==> src/rtl/piso_serializer.sv <==
// Parallel-in / serial-out serializer with valid/ready input handshake,
// run-time bit order, built-in bit-period timer and a done pulse.
module piso_serializer #(
    parameter int   W            = 8,
    parameter int   CLKS_PER_BIT = 16,
    parameter logic IDLE_LEVEL   = 1'b1
) (
    input  logic         clk,
    input  logic         rst,
    input  logic         in_valid,
    output logic         in_ready,
    input  logic [W-1:0] in_data,
    input  logic         msb_first,
    input  logic         abort,
    output logic         sout,
    output logic         busy,
    output logic         done
);

    localparam int TW = (CLKS_PER_BIT > 1) ? $clog2(CLKS_PER_BIT) : 1;
    localparam int BW = $clog2(W);

    localparam logic [TW-1:0] TICK_LAST = TW'(CLKS_PER_BIT - 1);
    localparam logic [BW-1:0] BIT_LAST  = BW'(W - 1);

    typedef enum logic {
        IDLE,
        SHIFT
    } state_t;

    state_t        state_q, state_d;
    logic [W-1:0]  shreg_q, shreg_d;
    logic [TW-1:0] tick_q,  tick_d;
    logic [BW-1:0] bit_q,   bit_d;
    logic          order_q, order_d;
    logic          sout_q,  sout_d;
    logic          done_q,  done_d;

    assign in_ready = (state_q == IDLE);
    assign busy     = (state_q == SHIFT);
    assign sout     = sout_q;
    assign done     = done_q;

    // Next-state logic: accept, per-bit timing, advance, finish and abort.
    always_comb begin
        state_d = state_q;
        shreg_d = shreg_q;
        tick_d  = tick_q;
        bit_d   = bit_q;
        order_d = order_q;
        sout_d  = sout_q;
        done_d  = 1'b0;
        unique case (state_q)
            IDLE: begin
                if (in_valid && !abort) begin
                    state_d = SHIFT;
                    shreg_d = in_data;
                    order_d = msb_first;
                    tick_d  = '0;
                    bit_d   = '0;
                    sout_d  = msb_first ? in_data[W-1] : in_data[0];
                end
            end
            SHIFT: begin
                if (abort) begin
                    state_d = IDLE;
                    sout_d  = IDLE_LEVEL;
                    tick_d  = '0;
                    bit_d   = '0;
                end else if (tick_q == TICK_LAST) begin
                    tick_d = '0;
                    if (bit_q == BIT_LAST) begin
                        state_d = IDLE;
                        sout_d  = IDLE_LEVEL;
                        bit_d   = '0;
                        done_d  = 1'b1;
                    end else begin
                        bit_d = bit_q + 1'b1;
                        if (order_q) begin
                            shreg_d = {shreg_q[W-2:0], IDLE_LEVEL};
                            sout_d  = shreg_q[W-2];
                        end else begin
                            shreg_d = {IDLE_LEVEL, shreg_q[W-1:1]};
                            sout_d  = shreg_q[1];
                        end
                    end
                end else begin
                    tick_d = tick_q + 1'b1;
                end
            end
            default: begin
                state_d = IDLE;
                sout_d  = IDLE_LEVEL;
            end
        endcase
    end

    // State register with synchronous reset taking priority.
    always_ff @(posedge clk) begin
        if (rst) begin
            state_q <= IDLE;
            shreg_q <= '0;
            tick_q  <= '0;
            bit_q   <= '0;
            order_q <= 1'b0;
            sout_q  <= IDLE_LEVEL;
            done_q  <= 1'b0;
        end else begin
            state_q <= state_d;
            shreg_q <= shreg_d;
            tick_q  <= tick_d;
            bit_q   <= bit_d;
            order_q <= order_d;
            sout_q  <= sout_d;
            done_q  <= done_d;
        end
    end

endmodule
==> config.mk <==
export PLATFORM = sky130hd
export DESIGN_NAME = piso_serializer
export DESIGN_NICKNAME = d
export VERILOG_FILES = /design/src/rtl/piso_serializer.sv
export SDC_FILE = /design/constraint.sdc
export NUM_CORES = 1
export LEC_CHECK = 0
export ABC_CLOCK_PERIOD_IN_PS = 2400
export BUFFER_PORTS_ARGS = -buffer_cell sky130_fd_sc_hd__buf_2
export CAP_MARGIN = 20
export CORE_MARGIN = 1.5
export CORE_UTILIZATION = 59
export CTS_BUF_LIST = sky130_fd_sc_hd__clkbuf_16
export CTS_CLUSTER_SIZE = 28
export DETAILED_ROUTE_END_ITERATION = 16
export PLACE_DENSITY = 0.82
export SYNTH_ARGS = -nofsm -noshare
export SYNTH_HDL_FRONTEND = slang
export SYNTH_SLANG_ARGS = --single-unit
export TNS_END_PERCENT = 10
==> constraint.sdc <==
create_clock -name clk -period 2.4 [get_ports clk]
set_clock_uncertainty 0.05 [all_clocks]
set_input_delay 0 -clock clk [delete_from_list [all_inputs] [get_ports clk]]
set_output_delay 0 -clock clk [all_outputs]
set_load 0.01 [all_outputs]
==> run_results.csv <==
group,metric,value,unit
grt,antenna_found_initial,0,
synthesis,async_reset_ff_frac,0,
synthesis,syn_area,0.001104,mm2
synthesis,ys_warn_count,0,
min_path,min_path_type,"in2reg",
synthesis,synth.avg_cell_area,9.513,um2
cts,cts_tree,"built",
place,placed_cells,148,
timing,slew_viol_final,0,
route,dr.first_iter.drc_count,25,
floorplanning,start_util,0.6323,
power_and_ir_drop,p_seq_frac,0.449,
synthesis,synthCells,116,
cts,numCtsBuffers,3,
route,antenna_left,0,
synthesis,synthTopCellsByArea,"dfxtp_1 (34%), mux2i_1 (17%), nand2b_1 (7.4%), a211o_1 (5.6%), ha_1 (4.5%)",
worst_setup_path,reg2reg_from,"busy",
cells_and_area,final_cells,152,
floorplanning,rows,15,
worst_setup_path,cp.arrival,1830,ps
timing,fin_crit_sh,0.7260,
grt,overflow,0,
place,placed_area,0.001162,mm2
worst_setup_path,path_class,"reg2reg",
outcome,status,"finished clean",
power_and_ir_drop,pwr-share-clk,0.428,
floorplanning,dieWidth,46.25,um
cts,cts_num_sinks,19,
worst_setup_path,startpoint,"busy",
synthesis,yosysSeqAreaShare,0.3447,
synthesis,synth_top_area_frac,0.3447,
floorplanning,die_h,46.25,um
synthesis,synth-main-ff-cell,"dfxtp_1",
synthesis,syn-num-nets,133,
timing,setup_viol,0,
route,firstDrtPassIters,4,
worst_setup_path,worstPathRequired,2490,ps
cts,h-tree-depth,1,
route,wl_per_cell,13.64,um
timing,fin_crit,1742,ps
power_and_ir_drop,netSwitchingPower,177.9,uW
worst_setup_path,critPathLaunchType,"register",
cells_and_area,final_cell_mix,"mux2i_1 (19), dfxtp_1 (19), buf_2 (16), nand2b_1 (13), nor2_1 (11)",
flow_run,maxCapViolCount,0,
worst_setup_path,cp_max_fo,25,
synthesis,ys_seq_elements,19,
cts,cts.clk_slew.worst_paths,50,ps
grt,grt_first_pass_wirelength,3146,um
grt,grt_pass1_vias,739,
timing,worst_pin_slew,747.7,ps
power_and_ir_drop,power.density,627.9,mW/mm2
floorplanning,io-pin-count,17,
route,vias,864,
cells_and_area,fin_area,0.001241,mm2
cts,root_buffer,"clkbuf_16",
power_and_ir_drop,power,779.4,uW
cts,postCtsSetupBuffers,0,
power_and_ir_drop,p_int,601.5,uW
timing,slew_headroom,0.5009,
cells_and_area,antennaDiodeCount,0,
route,wirelength,2074,um
power_and_ir_drop,combPwrFrac,0.123,
timing,final_hold_viol_count,0,
cts,cts_resized,0,
route,vias_per_cell,5.684,
synthesis,ys_types,31,
timing,worst_slack,657.6,ps
power_and_ir_drop,sw_frac_of_total,0.2283,
route,drc_errors,0,
cts,hold_buffers,0,
place,io_buffers,16,
cts,insertion_delay,250,ps
floorplanning,core_area,0.001745,mm2
power_and_ir_drop,p_leak,0.5456,nW
place,preCtsSetupSlack,689.2,ps
cells_and_area,final_net_count,145,
timing,rsz0062_at_grt,"false",
timing,tns,0,ps
place,gp_congestion,0.7794,
floorplanning,fp.dieArea,0.002139,mm2
grt,grt_start_max_net_pins,32,
cells_and_area,post-route-util,0.7111,
worst_setup_path,end_kind,"register",
place,hpwl,1447,um
synthesis,synth_edf_count,0,
min_path,hold_start,"abort",
cells_and_area,drive_gt1_frac,0.1654,
cells_and_area,area_growth,12.47,%
synthesis,netlist.top_cell.by_area,"dfxtp_1",
timing,hold_ws,67.58,ps
power_and_ir_drop,ir_drop,0.0008033,V
cts,cts_buffer_depth,2,
grt,grtUsageTotal,0.2029,
timing,fmax,0.5739,GHz
==> synthesized netlist by cell type (2+ instances only) <==
master / n
nand4b_1: 2
nor2_1: 11
inv_1: 3
nand2b_1: 13
ha_1: 4
buf_2: 3
xor2_1: 2
a32oi_1: 2
a21oi_1: 3
nand3_1: 4
a21o_1: 2
nand3b_1: 3
buf_4: 2
dfxtp_1: 19
mux2i_1: 19
clkbuf_1: 3
a211o_1: 7
==> power by group through the flow <==
stage / Clock (mW) / Combinational, mW / Sequential (mW)
floorplan: 0 / 0.0819 / 0.347
global placement: 0 / 0.0931 / 0.355
detailed placement: 0 / 0.0958 / 0.356
CTS: 0.337 / 0.0965 / 0.349
global route: 0.353 / 0.105 / 0.352
finish: 0.333 / 0.0961 / 0.350
==> worst max-delay path, cell delays in order (launching register included) <==
cell     delay (ps)
dfxtp_1         800
inv_1           310
a22o_4          350
mux2i_1         120
==> cell type report <==
cell class	instances	area, um2
Sequential cell	19	380.4
Tap cell	25	31.28
Clock inverter	1	3.754
Timing Repair Buffer	16	80.08
Inverter	3	11.26
Fill cell	145	504.2
Multi-Input combinational cell	85	659.4
Clock buffer	3	75.07
==> cells by family (layout without fill, tap and decap cells) <==
| group | Yosys count | in the layout | share of synthesized area |
|---|---|---|---|
| adders and majority gates | 4 | 4 | 0.04535 |
| and+or+nand+nor | 38 | 38 | 0.1962 |
| buffers and inverters | 12 | 23 | 0.05781 |
| muxes | 19 | 19 | 0.1723 |
| DFF | 19 | 19 | 0.3447 |
| xor gates and xnor gates | 2 | 2 | 0.01588 |
| AOI/OAI and AO/OA | 22 | 22 | 0.1678 |
==> layer usage <==
layer / vias up / wire (um) / track usage
met5: - / 0 / 0
met4: 0 / 12 / 0.04571
met3: 2 / 74 / 0.07059
met2: 18 / 949 / 0.2972
met1: 406 / 1038 / 0.2844
li1: 438 / - / -
==> sequential cells by signal, summed over array words and instances (netlist names) <==
| signal | count |
|---|---|
| shreg_q | 8 |
| bit_q | 3 |
| done | 1 |
| order_q | 1 |
| sout | 1 |
| tick_q | 4 |
| busy | 1 |
==> worst paths after layout <==
path	cells past startpoint	slack [ps]	to
max	3	660	bit_q[1]
min	3	70	done
max reg2reg	3	660	bit_q[1]
min reg2reg	2	430	bit_q[1]
No activity file was read; power rests on OpenSTA's default activity.
